`src/rtl/tcdm_req_decoder.sv`:
```
// Decodes scrambled TCDM addresses into tile/bank/row, buffers them in a 2-entry FIFO and bounds in-flight requests with credits.
// Latency 1 cycle; req_ready_o drops when the FIFO is full or credits run out. Optional macro: TCDM_DECODER_ERR_EN.
module tcdm_req_decoder #(
  parameter int unsigned AddrWidth       = 32,
  parameter int unsigned DataWidth       = 32,
  parameter int unsigned ByteOffset      = 2,
  parameter int unsigned NumTiles        = 2,
  parameter int unsigned NumBanksPerTile = 2,
  parameter int unsigned RowWidth        = 10,
  parameter int unsigned MaxOutstanding  = 4,
  parameter int unsigned TileBits        = $clog2(NumTiles),
  parameter int unsigned BankBits        = $clog2(NumBanksPerTile),
  parameter int unsigned BeWidth         = DataWidth / 8,
  parameter int unsigned CntWidth        = $clog2(MaxOutstanding + 1)
) (
  input  logic                  clk_i,
  input  logic                  rst_ni,
  input  logic [TileBits-1:0]   tile_id_i,
  input  logic                  req_valid_i,
  output logic                  req_ready_o,
  input  logic [AddrWidth-1:0]  req_addr_i,
  input  logic                  req_wen_i,
  input  logic [DataWidth-1:0]  req_wdata_i,
  input  logic [BeWidth-1:0]    req_be_i,
  output logic                  out_valid_o,
  input  logic                  out_ready_i,
  output logic [TileBits-1:0]   out_tile_o,
  output logic [BankBits-1:0]   out_bank_o,
  output logic [RowWidth-1:0]   out_row_o,
  output logic                  out_local_o,
  output logic                  out_wen_o,
  output logic [DataWidth-1:0]  out_wdata_o,
  output logic [BeWidth-1:0]    out_be_o,
  input  logic                  rsp_valid_i,
  output logic [CntWidth-1:0]   inflight_o
`ifdef TCDM_DECODER_ERR_EN
  ,
  output logic                  err_o
`endif
);

  localparam int unsigned L1Bits = ByteOffset + BankBits + TileBits + RowWidth;
  localparam logic [CntWidth-1:0] MaxOut = CntWidth'(MaxOutstanding);

  typedef struct packed {
    logic [TileBits-1:0]  tile;
    logic [BankBits-1:0]  bank;
    logic [RowWidth-1:0]  row;
    logic                 lcl;
    logic                 wen;
    logic [DataWidth-1:0] wdata;
    logic [BeWidth-1:0]   be;
  } entry_t;

  entry_t              mem_q [2];
  entry_t              in_entry;
  entry_t              head;
  logic                wptr_q, rptr_q;
  logic [1:0]          count_q, count_d;
  logic [CntWidth-1:0] inflight_q, inflight_d;
  logic                full, req_fire, oor, push, pop, dec;
  logic                unused_addr;

  // Byte-offset bits never address a bank; high bits only matter for the range check.
  assign unused_addr = ^{req_addr_i[AddrWidth-1:L1Bits], req_addr_i[ByteOffset-1:0]};

`ifdef TCDM_DECODER_ERR_EN
  assign oor = |req_addr_i[AddrWidth-1:L1Bits];
`else
  assign oor = 1'b0;
`endif

  always_comb begin
    in_entry       = '0;
    in_entry.bank  = req_addr_i[ByteOffset +: BankBits];
    in_entry.tile  = req_addr_i[ByteOffset+BankBits +: TileBits];
    in_entry.row   = req_addr_i[ByteOffset+BankBits+TileBits +: RowWidth];
    in_entry.lcl   = (req_addr_i[ByteOffset+BankBits +: TileBits] == tile_id_i);
    in_entry.wen   = req_wen_i;
    in_entry.wdata = req_wdata_i;
    in_entry.be    = req_be_i;
  end

  assign full        = (count_q == 2'd2);
  assign req_ready_o = ~full & (inflight_q < MaxOut);
  assign req_fire    = req_valid_i & req_ready_o;
  assign push        = req_fire & ~oor;
  assign out_valid_o = (count_q != 2'd0);
  assign pop         = out_valid_o & out_ready_i;
  // A response with nothing in flight is dropped so the counter cannot wrap.
  assign dec         = rsp_valid_i & (inflight_q != '0);

  always_comb begin
    count_d = count_q;
    case ({push, pop})
      2'b10:   count_d = count_q + 2'd1;
      2'b01:   count_d = count_q - 2'd1;
      default: count_d = count_q;
    endcase
  end

  always_comb begin
    inflight_d = inflight_q;
    case ({push, dec})
      2'b10:   inflight_d = inflight_q + CntWidth'(1);
      2'b01:   inflight_d = inflight_q - CntWidth'(1);
      default: inflight_d = inflight_q;
    endcase
  end

  always_ff @(posedge clk_i or negedge rst_ni) begin
    if (!rst_ni) begin
      mem_q[0]   <= '0;
      mem_q[1]   <= '0;
      wptr_q     <= 1'b0;
      rptr_q     <= 1'b0;
      count_q    <= '0;
      inflight_q <= '0;
    end else begin
      if (push) begin
        mem_q[wptr_q] <= in_entry;
        wptr_q        <= ~wptr_q;
      end
      if (pop) begin
        rptr_q <= ~rptr_q;
      end
      count_q    <= count_d;
      inflight_q <= inflight_d;
    end
  end

  assign head        = mem_q[rptr_q];
  assign out_tile_o  = head.tile;
  assign out_bank_o  = head.bank;
  assign out_row_o   = head.row;
  assign out_local_o = head.lcl;
  assign out_wen_o   = head.wen;
  assign out_wdata_o = head.wdata;
  assign out_be_o    = head.be;
  assign inflight_o  = inflight_q;

`ifdef TCDM_DECODER_ERR_EN
  logic err_q;

  always_ff @(posedge clk_i or negedge rst_ni) begin
    if (!rst_ni) begin
      err_q <= 1'b0;
    end else begin
      err_q <= req_fire & oor;
    end
  end

  assign err_o = err_q;
`endif

endmodule

```
`config.mk`:
```
export PLATFORM = sky130hd
export DESIGN_NAME = tcdm_req_decoder
export DESIGN_NICKNAME = d
export VERILOG_FILES = /design/src/rtl/tcdm_req_decoder.sv
export SDC_FILE = /design/constraint.sdc
export NUM_CORES = 1
export LEC_CHECK = 0
export BUFFER_PORTS_ARGS = -buffer_cell sky130_fd_sc_hd__buf_2
export CORE_MARGIN = 2
export CORE_UTILIZATION = 30
export CTS_CLUSTER_SIZE = 8
export DETAILED_ROUTE_END_ITERATION = 10
export PLACE_DENSITY = 0.5
export SLEW_MARGIN = 20
export SYNTH_ARGS = -nofsm -noshare
export SYNTH_HDL_FRONTEND = slang
export SYNTH_SLANG_ARGS = --single-unit
```
`constraint.sdc`:
```
create_clock -name clk_i -period 5.3 [get_ports clk_i]
set_clock_uncertainty 0.2 [all_clocks]
set_input_delay 0 -clock clk_i [delete_from_list [all_inputs] [get_ports clk_i]]
set_output_delay 0 -clock clk_i [all_outputs]
set_load 0.02 [all_outputs]
```
==> run summary, run 1 <==
The area share of the leading cell type in the synthesized netlist is 0.537. For the wire length of the first global-routing pass, the log shows 17900 um. The logs give 0.537 for the post-synthesis sequential area ratio and 55 for the quantity of hold-fixing buffers added after cts. Once the clock tree was built, the setup fixing pass inserted 0 buffers. The height of the chip was 133 um; the portion of netlist area occupied by mux cells was 0.377. The count of input and output buffers is 109, and the clock latency at the later pin of the worst-skew pair is 0.35 ns. The die covers 17700 um^2.

The critical path goes through nor2b_1 > nand2_1 > o311a_1 > fa_1 > o211a_1 > a221oi_1 > o22ai_1. Setup repair after global routing left no endpoint under its margin. The initial standard-cell utilization of the core is 0.304, and the proportion of layout cells with a drive suffix above 1 is 0.560. The stage delay of the slowest cell on the critical path came out at 0.49 ns. The width of the die is 133 um. For this run, the number of Yosys warnings is 0. The tools report the maximum clock insertion buffer count as 2. The worst setup path is of the register to register kind.

The share of synthesized cell area in and, or, nand and nor gates was 0.0223; the slew of the pin with the lowest slew margin was 0.815 ns. Number of clock sinks: 107. The total power density per cell area works out to 662 nW/um^2. The min-delay analysis places its worst path in the category input pin to async pin. The cell area after synthesis came out at 4980 um^2. The average routed wire per standard cell came out at 15.0 um. The run gives 31 as the number of unique standard cell types used by synthesis. Ranked by total cell area, the synthesized netlist is headed by sky130_fd_sc_hd__dfrtp_1 (54%), sky130_fd_sc_hd__mux2_2 (19%), sky130_fd_sc_hd__mux2_4 (15%), sky130_fd_sc_hd__mux2_1 (3.8%), sky130_fd_sc_hd__buf_6 (1.1%).

The library cell occupying the most area in the post-synthesis netlist was sky130_fd_sc_hd__dfrtp_1. The setup-violating endpoint count in the final report was 0; the count of pins over their slew limit was 0. The cell count after synthesis came out at 315. Entering global routing, the biggest net connects 65 pins. During I/O placement, the number of pins put on the boundary was 130. The tree is rooted in a sky130_fd_sc_hd__clkbuf_16. For this block, the initial DRC count from the detailed router was 78. The detailed router placed 3126 vias in this run.

Max-cap violations in this run came to 0. The arrival time reported for the critical path endpoint is 2.72 ns. The worst path needs 2.69 ns of the cycle, external delays included.

In this run the worst path has a maximum fanout of 10. Gates resized during post-CTS repair numbered 0. The run gives 6520 um as the placed wire-length estimate after detailed placement.

For the overall routing resource usage, the log shows 0.128. Critical path's slowest cell: sky130_fd_sc_hd__nor2b_1. The remaining number of nets flagged by the antenna check after routing is 0. The floorplan has 47 rows. The total overflow left after global routing is 0. The fmax came out at 372 MHz. The number of nets handed over by synthesis was 391.

The tools report the post-layout net count as 553. Data on the critical path is required at its endpoint by 5.33 ns. In the routed design, unresolved DRC markers number 0.

Counting flops and latches in the post-synthesis netlist gives 107. Relative to the synthesized area, the layout overhead comes to 32.8%. Clock transition time at the flip-flop clock pins of the worst setup and hold paths: 0.07 ns. The share of the synthesized netlist area taken by xor and xnor gates came out at 0.0105.

The final critical-path share of the clock period works out to 0.507. TritonCTS built the clock tree. A synthesized cell averages 15.8 um^2. Routed wire length: 10500 um. The number of global-route vias before repair came out at 3536. The logs give 0.457 for the relative slew slack and 0 ns for the summed negative setup slack over all endpoints. Grouping stages by cell kind, the critical path spends the most delay in simple AND/OR/NAND/NOR gates. The worst setup path is captured at a register. In this run the number of H-tree levels came out at 3. Using the TritonRoute via totals, the vias-per-cell ratio works out to 4.45. The number of antenna diodes in the final layout is 0. By area, the combinational part of the netlist is dominated by multiplexers. The flow ran to the end, and the final reports show no timing, DRC or antenna violations. The worst IR drop on VDD was 346 uV; the fill cell total of the finished layout was 1547. STA classifies the critical path startpoint as a register.

Buffers inserted during clock tree synthesis total 9. The core region is 16400 um^2. The hold violation total from the final report was 0; the initial antenna violation count was 0. The first-pass iteration count of the detailed router is 4. The worst path buffer plus inverter count was 0; the adder and majority gate portion of the synthesized area was 0.00402. The utilization of the core after routing was 0.403; the area fraction in compound gates after synthesis was 0.0213. The logs give 0.752 for the global placer's final weighted congestion and 3.08 nW for the leakage component of the power.
worst register-to-register path, cell delays in order, from the launching register on:
cell and delay, ns:
sky130_fd_sc_hd__dfrtp_1 0.48, sky130_fd_sc_hd__nor2b_1 0.49, sky130_fd_sc_hd__nand2_1 0.28, sky130_fd_sc_hd__o311a_1 0.18, sky130_fd_sc_hd__fa_1 0.48, sky130_fd_sc_hd__o211a_1 0.13, sky130_fd_sc_hd__a221oi_1 0.22, sky130_fd_sc_hd__o22ai_1 0.11
final timing paths:
| kind | startpoint | end | slack, ns | cells after the start |
|---|---|---|---|---|
| worst max-delay path | inflight_o[2] | inflight_o[1] | 2.61 | 7 |
| worst min-delay path | rst_ni | mem_q[42] | 0.08 | 2 |
| worst max register to register | inflight_o[2] | inflight_o[1] | 2.61 | 7 |
| worst min register to register | mem_q[56] | mem_q[56] | 0.28 | 1 |
| max in group asynchronous | rst_ni | mem_q[73] | 3.69 | 3 |
| min in group clk_i | req_wdata_i[21] | mem_q[25] | 0.22 | 3 |
synthesized netlist by cell type:
library cell / instances
sky130_fd_sc_hd__a211oi_1: 1
sky130_fd_sc_hd__a21o_1: 1
sky130_fd_sc_hd__a21oi_1: 1
sky130_fd_sc_hd__a221oi_1: 1
sky130_fd_sc_hd__a31oi_1: 1
sky130_fd_sc_hd__buf_2: 7
sky130_fd_sc_hd__buf_4: 5
sky130_fd_sc_hd__buf_6: 5
sky130_fd_sc_hd__clkbuf_1: 1
sky130_fd_sc_hd__dfrtp_1: 107
sky130_fd_sc_hd__fa_1: 1
sky130_fd_sc_hd__inv_1: 2
sky130_fd_sc_hd__mux2_1: 17
sky130_fd_sc_hd__mux2_2: 83
sky130_fd_sc_hd__mux2_4: 50
sky130_fd_sc_hd__nand2_1: 1
sky130_fd_sc_hd__nand2b_1: 3
sky130_fd_sc_hd__nand2b_4: 1
sky130_fd_sc_hd__nand3_4: 1
sky130_fd_sc_hd__nand4_1: 1
sky130_fd_sc_hd__nor2_1: 2
sky130_fd_sc_hd__nor2b_1: 2
sky130_fd_sc_hd__nor2b_2: 1
sky130_fd_sc_hd__nor3_2: 1
sky130_fd_sc_hd__o211a_1: 1
sky130_fd_sc_hd__o211ai_1: 2
sky130_fd_sc_hd__o21ai_0: 6
sky130_fd_sc_hd__o22ai_1: 1
sky130_fd_sc_hd__o311a_1: 1
sky130_fd_sc_hd__or2_2: 2
sky130_fd_sc_hd__xnor2_1: 6
placed cells by master (no fill, tap or decap), drive strengths merged:
cell           n
bufinv         3
xnor2          6
nand4          1
nand2          1
o211a          1
buf          114
a31oi          1
mux2         150
or2            2
o22ai          1
a221oi         1
dfrtp        107
clkbuf         9
dlygate4sd3   55
fa             1
a21o           1
nand2b         4
nor2           2
nand3          1
inv            4
a21oi          1
nor2b          3
o21ai          6
clkinvlp       2
o211ai         2
o311a          1
nor3           1
a211oi         1
power breakdown:
part / internal, W / total (W) / switching, W
combinational: 0.00112 / 0.00213 / 0.00101
clock: 0.000465 / 0.000782 / 0.000317
sequential: 0.00124 / 0.00147 / 0.000231
total: 0.00282 / 0.00438 / 0.00156
stage by stage:
stage	cells	worst slack [ns]	cell area, um^2	hold WS (ns)	power, W
floorplan	315	2.93	4980	-0.496	0.00307
global placement	631	2.62	5720	-0.0622	0.00355
detailed placement	631	2.62	5720	-0.0427	0.00361
CTS	702	2.62	6620	0.115	0.00446
global route	702	2.42	6620	0.171	0.00468
finish	702	2.61	6620	0.0751	0.00438
cells by family (layout without fill, tap and decap cells):
kind of cell | Yosys count | count (layout)
xor gates and xnor gates | 6 | 6
muxes | 150 | 150
DFF | 107 | 107
buffers and inverters | 20 | 187
adders and majority gates | 1 | 1
and+or+nand+nor | 15 | 15
AOI/OAI and AO/OA | 16 | 16
registers in the layout, indices dropped and copies added (netlist names):
name and count:
wptr_q 1, count_q 2, mem_q 100, rptr_q 1, inflight_o 3
layout make-up:
class | instances | area [um^2] | share of cell area
clock buffer | 9 | 225 | 0.0340
clock inverter | 7 | 123 | 0.0185
inverter | 2 | 7.51 | 0.00113
multi-input combinational | 188 | 2170 | 0.328
sequential | 107 | 2680 | 0.405
tap | 220 | 275 | 0.0416
timing repair buffer | 169 | 1140 | 0.172
metal layers:
metal  global-route usage  share of wire  vias up
met1                0.150           0.43     1590
met3               0.0352          0.044       13
met5                    0              0        -
met2                0.222           0.51       68
met4               0.0532          0.022        0
li1                     -              -     1455
Note: power is estimated with default switching activity, not from simulation.
==> run 2, diff against run 1 <==
- clock period: 5.3 -> 2.6 ns (I/O delays scaled with it)
==> run summary, run 2 (synthesis gave the netlist of run 1 again) <==
The tools report the sum of internal, switching and leakage power as 0.00876 W (+100%). Height of the chip: 133 um (unchanged). The logs give 0.484 (+0.0275) for the relative slew slack and 556 (+0.54%) for the post-layout net count.

Final period demand of the worst path: 2.31 ns (-0.379 ns). The summed negative setup slack over all endpoints is 0 ns (unchanged). The logs give 2 (unchanged) for the maximum clock insertion buffer count and 6530 um (+0.18%) for the placed wire-length estimate after detailed placement. The antenna cell count came out at 0 (unchanged). Floorplan die area: 17700 um^2 (unchanged).

For the fill cell total of the finished layout, the log shows 1531 (-1.0%). Endpoint class of the critical path: a register. The run gives 10600 um (+0.35%) as the routed wire length. The total power density per cell area was 1320 nW/um^2 (+100%); the pre-CTS setup slack was 0.299 ns (-2.32 ns). The tools report the net switching power figure as 0.00318 W (+100%).

The logs give 4 (unchanged) for the first-pass iteration count of the detailed router and 130 (unchanged) for the I/O pin total. Number of flip-flops in the largest register: 100 (unchanged). Fmax: 433 MHz (+16%). In the layout the commonest cells are sky130_fd_sc_hd__buf_2 (108), sky130_fd_sc_hd__dfrtp_1 (106), sky130_fd_sc_hd__mux2_2 (83), sky130_fd_sc_hd__dlygate4sd3_1 (55), sky130_fd_sc_hd__mux2_4 (50).

The overall routing resource usage is 0.128 (about the same), and the maximum number of pins on one net before global-route repair is 59 (-9.2%). On the critical path, the stage with the largest delay is an instance of sky130_fd_sc_hd__dfrtp_1. The area growth from synthesis to layout is 32.6%. The initial antenna violation count was 0 (unchanged); the remaining number of nets flagged by the antenna check after routing was 0 (unchanged). The tools report the count of routing violations after the opening detailed-route iteration as 90 (+15%). The signal on the critical path passes through nand2b_1 > nand2_1 > o311a_1 > fa_1 > o211a_1 > a221oi_1 > o22ai_1. For the buffers inserted during post-CTS setup optimization, the log shows 0 (unchanged). The tools report the clock buffer count from CTS as 9 (unchanged).

The run gives 0.304 (unchanged) as the initial standard-cell utilization of the core. The part of the total power dissipated in sequential elements came out at 0.342 (+0.007). The run finished with clean final reports.

The peak fanout along the critical path was 7 (-3); the arrival time reported for the critical path endpoint was 2.34 ns (-0.38 ns). The tools report the total DRC errors in the routed layout as 0 (unchanged). H-tree depth reported by CTS: 3 (unchanged). STA classifies the critical path startpoint as a register.

TritonCTS built the clock tree. The required time at the worst-slack endpoint was 2.63 ns (-2.70 ns). The clock latency at the later pin of the worst-skew pair is 0.34 ns (about the same). The critical path is of the register to register type.

The number of global-route vias before repair was 3492 (-1.2%). Global placer's final weighted congestion: 0.822 (+9.3%). The slew of the pin with the lowest slew margin is 0.774 ns (-0.0412 ns). Leaving out fill and tap cells, the most frequent cell in the layout is sky130_fd_sc_hd__buf_2. The logs give 107 (unchanged) for the number of clock sinks and 55 (unchanged) for the quantity of hold-fixing buffers added after cts. The proportion of layout cells with a drive suffix above 1 is 0.562 (+0.00182), and the part of the power in the clock network is 0.158 (-0.021). Grouping stages by cell kind, the critical path spends the most delay in compound AO/OA/AOI/OAI gates. The leakage component of the power was 3.08 nW (-0.12%); the count of maximum capacitance violations was 0 (unchanged). The stage delay of the slowest cell on the critical path came out at 0.45 ns (-0.04 ns).

The detailed-route wire length on metal 1 is 4770 um (+6.0%). CTS root buffer: sky130_fd_sc_hd__clkbuf_16. The switching share of total power works out to 0.364 (+0.00707).

The count of input and output buffers was 109 (unchanged). The run gives 0 (unchanged) as the count of pins over their slew limit. The final critical-path share of the clock period was 0.888 (+0.381); the worst path buffer plus inverter count was 0 (unchanged). The detailed router used layers up to and including met4.

The number of cell rows was 47 (unchanged). The wire length of the first global-routing pass is 17800 um (-0.20%), and the worst IR drop on VDD is 670 uV (+94%). The setup-violating endpoint count in the final report was 0 (unchanged). The clock transition time at the flip-flop clock pins of the worst setup and hold paths is 0.08 ns (about the same). Setup repair after global routing left no endpoint under its margin.

Cell internal power dissipation: 0.00557 W (+98%). The average routed wire per standard cell works out to 15.0 um (about the same). The hold violation total from the final report was 0 (unchanged); the via count was 3127 (+0.032%). The met2 wirelength from detailed routing was 5160 um (-3.2%). The count of instances resized after the clock tree is built was 0 (unchanged). The portion of total power attributed to combinational logic was 0.500 (+0.014); the final critical-path setup slack was 0.292 ns (-2.32 ns). The per-cell via count in the routed design was 4.44 (-0.25%). For the global route total overflow, the log shows 0 (unchanged). The register with the highest flop count is mem_q.

The placeable core region is 16400 um^2 (unchanged). The tools report the length of routed met3 wiring as 413 um (-11%). The path class of the lowest-slack min-delay path was input pin to async pin.

The width of the die is 133 um (unchanged).
[run 2: cell types whose count changed in the layout (fill, tap and decap cells not counted)]
cell,delta
sky130_fd_sc_hd__buf_12,+2
sky130_fd_sc_hd__bufinv_16,-2
sky130_fd_sc_hd__buf_4,+1
sky130_fd_sc_hd__clkinv_2,+1
sky130_fd_sc_hd__clkinvlp_4,+1
sky130_fd_sc_hd__inv_6,-1
[run 2: path summary, 6_finish.rpt]
kind | start | to | slack, ns | cells after the start
max | count_q[0] | inflight_o[1] | 0.29 | 7
min | rst_ni | mem_q[44] | 0.06 | 2
max reg2reg | count_q[0] | inflight_o[1] | 0.29 | 7
min reg2reg | mem_q[59] | mem_q[59] | 0.28 | 1
max in group asynchronous | rst_ni | mem_q[74] | 1.37 | 3
min in group clk_i | req_addr_i[9] | mem_q[93] | 0.22 | 3
[run 2: worst register-to-register path: cells and delay by family, from the launching register on]
family	cells	cell delay, ns
compound gates	4	0.65
flops	1	0.45
simple gates	2	0.44
fa+ha+maj	1	0.45
[run 2: power groups by stage]
stage          clock (W)  sequential, W  combinational, W
2_1_floorplan          0        0.00289           0.00336
6_report         0.00138        0.00300           0.00438
3_3_place_gp           0        0.00296           0.00432
3_5_place_dp           0        0.00302           0.00437
5_1_grt          0.00152        0.00312           0.00471
4_1_cts          0.00144        0.00300           0.00447
[run 2: per-layer routing]
layer | GRT usage | vias to the layer above
li1 | - | 1457
met1 | 0.156 | 1592
met2 | 0.217 | 64
met3 | 0.0341 | 14
met4 | 0.0502 | 0
met5 | 0 | -
[run 2: final cells by class]
type                            instances  area, um^2  area share
Tap cell                              220         275      0.0416
Timing Repair Buffer                  172        1180       0.179
Inverter                                2        7.51     0.00114
Sequential cell                       107        2680       0.405
Clock buffer                            9         225      0.0341
Clock inverter                          6        66.3      0.0100
Multi-Input combinational cell        188        2170       0.329
[run 2: metrics by stage]
step                      cell area (um^2)  hold slack (ns)  cells   util
final                                 6610           0.0625    704  0.403
after global routing                  6610            0.142    704  0.403
after CTS                             6610           0.0997    704  0.403
after detailed placement              5770          -0.0569    634  0.352
after global placement                5770          -0.0801    634  0.352
after floorplan                       4980           -0.496    315      -
==> run 3, diff against run 2 <==
- CORE_MARGIN: 2 -> default
- CORE_UTILIZATION: 30 -> 45
- PLACE_DENSITY: 0.5 -> 0.7
==> run summary, run 3 (synthesis gave the netlist of run 1 again) <==
STA classifies the critical path startpoint as a register. The tools report the setup-violating endpoint count in the final report as 0 (unchanged). Initial antenna violation count: 0 (unchanged). The logs give 0.306 ns (+0.00656 ns) for the pre-CTS setup slack and 3140 (+0.42%) for the via count.

The worst setup path is of the register to register kind. The worst setup path is captured at a register. The H-tree depth reported by CTS came out at 3 (unchanged). The per-cell via count in the routed design is 5.01 (+13%).

The floorplan die area is 11500 um^2 (-35%). The tools report the fmax as 431 MHz (-0.60%). For the part of the total power dissipated in sequential elements, the log shows 0.352 (+0.010). The proportion of layout cells with a drive suffix above 1 was 0.563 (+0.000645); the height of the chip was 107 um (-19%). Count of pins over their slew limit: 0 (unchanged).

Peak fanout along the critical path: 7 (unchanged). The logs give 10800 um^2 (-34%) for the placeable core region and 9930 um (-6.1%) for the routed wire length. The clock buffer count from CTS was 9 (unchanged). The signal on the critical path passes through nand2b_1 > nand2_1 > o311a_1 > fa_1 > o211a_1 > a221oi_1 > o22ai_1.

The tools report the maximum number of pins on one net before global-route repair as 57 (-3.4%). The clock transition time at the flip-flop clock pins of the worst setup and hold paths was 0.10 ns (+0.02 ns); the net switching power figure was 0.00313 W (-1.8%). The sum of internal, switching and leakage power is 0.00847 W (-3.3%). The number of flip-flops in the largest register was 100 (unchanged); the worst IR drop on VDD was 797 uV (+19%). The remaining number of nets flagged by the antenna check after routing is 0 (unchanged). The layout overhead on the synthesized area was 29.1%. Setup repair after global routing left no endpoint under its margin. The initial standard-cell utilization of the core was 0.462 (+0.158); the total power density per cell area was 1320 nW/um^2 (-0.72%). The slowest stage of the critical path is the sky130_fd_sc_hd__dfrtp_1 cell.

Portion of total power attributed to combinational logic: 0.523 (+0.023). Leaving out fill and tap cells, the most frequent cell in the layout is sky130_fd_sc_hd__buf_2. In this run the worst setup path begins at count_q[0]. The average routed wire per standard cell is 15.8 um (+5.5%), and the placed standard-cell area is 5680 um^2 (-1.5%). The run gives 0 (unchanged) as the antenna cell count. TritonCTS built the clock tree. Number of global-route vias before repair: 3400 (-2.6%).

The wire length of the first global-routing pass was 16600 um (-7.2%); the switching share of total power was 0.369 (+0.00583). The run gives 0 (unchanged) as the total DRC errors in the routed layout. The worst hold path belongs to the class input pin to async pin. The logs give 0.506 (+0.0213) for the relative slew slack and 3.06 nW (-0.60%) for the leakage component of the power. In this design, the largest share of critical-path delay is due to compound AO/OA/AOI/OAI gates. For the I/O pin total, the log shows 130 (unchanged). The number of cell rows came out at 38 (-19%). Part of the power in the clock network: 0.125 (-0.033).

For the hold violation total from the final report, the log shows 0 (unchanged). More flip-flops sit in one register than any other, and that register is mem_q. For the final instance area, the log shows 6440 um^2 (-2.6%).

Overall routing resource usage: 0.187 (+0.0590). Number of clock sinks: 107 (unchanged). The stage delay of the slowest cell on the critical path is 0.46 ns (about the same), and the count of input and output buffers is 109 (unchanged). The summed negative setup slack over all endpoints was 0 ns (unchanged); the slew of the pin with the lowest slew margin was 0.742 ns (-0.0319 ns).

The placed wire-length estimate after detailed placement was 6080 um (-6.9%); the count of maximum capacitance violations was 0 (unchanged). The final period demand of the worst path was 2.32 ns (+0.0138 ns); the clock latency at the later pin of the worst-skew pair was 0.38 ns (+0.04 ns). The global placer's final weighted congestion was 0.734 (-11%). The final critical-path share of the clock period works out to 0.893 (+0.00533). The run gives 4 (unchanged) as the first-pass iteration count of the detailed router.

The CTS root buffer was sky130_fd_sc_hd__clkbuf_8. The tools report the count of routing violations after the opening detailed-route iteration as 75 (-17%). The required time at the worst-slack endpoint is 2.65 ns (+0.02 ns).

The width of the die was 107 um (-19%). The worst path buffer plus inverter count came out at 0 (unchanged). The startpoint identified for the worst register-to-register timing path is count_q[0]. Global route total overflow: 0 (unchanged). The flow ran to the end, and the final reports show no timing, DRC or antenna violations. The post-layout net count was 558 (+0.36%); the final critical-path setup slack was 0.278 ns (-0.0138 ns). The arrival time reported for the critical path endpoint is 2.38 ns (+0.04 ns). In the layout the commonest cells are sky130_fd_sc_hd__buf_2 (108), sky130_fd_sc_hd__dfrtp_1 (106), sky130_fd_sc_hd__mux2_2 (83), sky130_fd_sc_hd__dlygate4sd3_1 (55), sky130_fd_sc_hd__mux2_4 (50). The run gives 0.00534 W (-4.2%) as the cell internal power dissipation.

For the maximum clock insertion buffer count, the log shows 2 (unchanged).
run 3: cell types whose count changed in the layout (fill, tap and decap cells not counted):
cell                         previous run  this run
sky130_fd_sc_hd__inv_6                  1         0
sky130_fd_sc_hd__clkinv_4               0         1
sky130_fd_sc_hd__clkbuf_16              9         0
sky130_fd_sc_hd__clkbuf_1               0         1
sky130_fd_sc_hd__clkinvlp_4             3         0
sky130_fd_sc_hd__buf_4                  7         9
sky130_fd_sc_hd__clkinv_2               1         2
sky130_fd_sc_hd__clkbuf_8               0        11
run 3: stage by stage:
stage	hold WS, ns	cells	util
final	0.0149	627	0.596
after global routing	0.0651	627	0.596
after CTS	0.0293	627	0.596
after detailed placement	-0.0859	556	0.527
after global placement	-0.105	556	0.527
after floorplan	-0.496	315	-
run 3: final cells by class:
class | instances | area, um^2
well taps | 140 | 175
fillers | 842 | 4360
clock inverters | 4 | 48.8
repair buffers | 174 | 1200
clock buffers | 12 | 155
flip-flops and latches | 107 | 2680
multi-input cells | 188 | 2170
inverters | 2 | 7.51
run 3: timing repair:
action / in CTS / in global routing
hold endpoints to repair: 161 / 0
setup buffers: 0 / 0
setup endpoints to repair: 0 / 0
hold buffers: 55 / 0
gates resized for setup: 0 / 0
run 3: power by group through the flow:
stage | clock network [W] | logic (W) | registers [W]
final | 0.00106 | 0.00443 | 0.00298
after global routing | 0.00116 | 0.00474 | 0.00309
after CTS | 0.00111 | 0.00445 | 0.00298
after detailed placement | 0 | 0.00435 | 0.00301
after global placement | 0 | 0.00428 | 0.00294
after floorplan | 0 | 0.00336 | 0.00289
run 3: path summary, 6_finish.rpt:
check / end / slack [ns] / depth (start not counted)
max: inflight_o[1] / 0.28 / 7
min: mem_q[94] / 0.01 / 2
max reg2reg: inflight_o[1] / 0.28 / 7
min reg2reg: mem_q[59] / 0.29 / 1
max in group asynchronous: mem_q[52] / 1.44 / 3
min in group clk_i: mem_q[94] / 0.18 / 3
run 3: layer usage:
layer	wire (um)	track usage	vias up	part of all wire
li1	-	-	1462	-
met1	4350	0.230	1598	0.44
met2	5010	0.316	70	0.51
met3	451	0.0587	10	0.045
met4	115	0.0568	0	0.012
met5	0	0	-	0
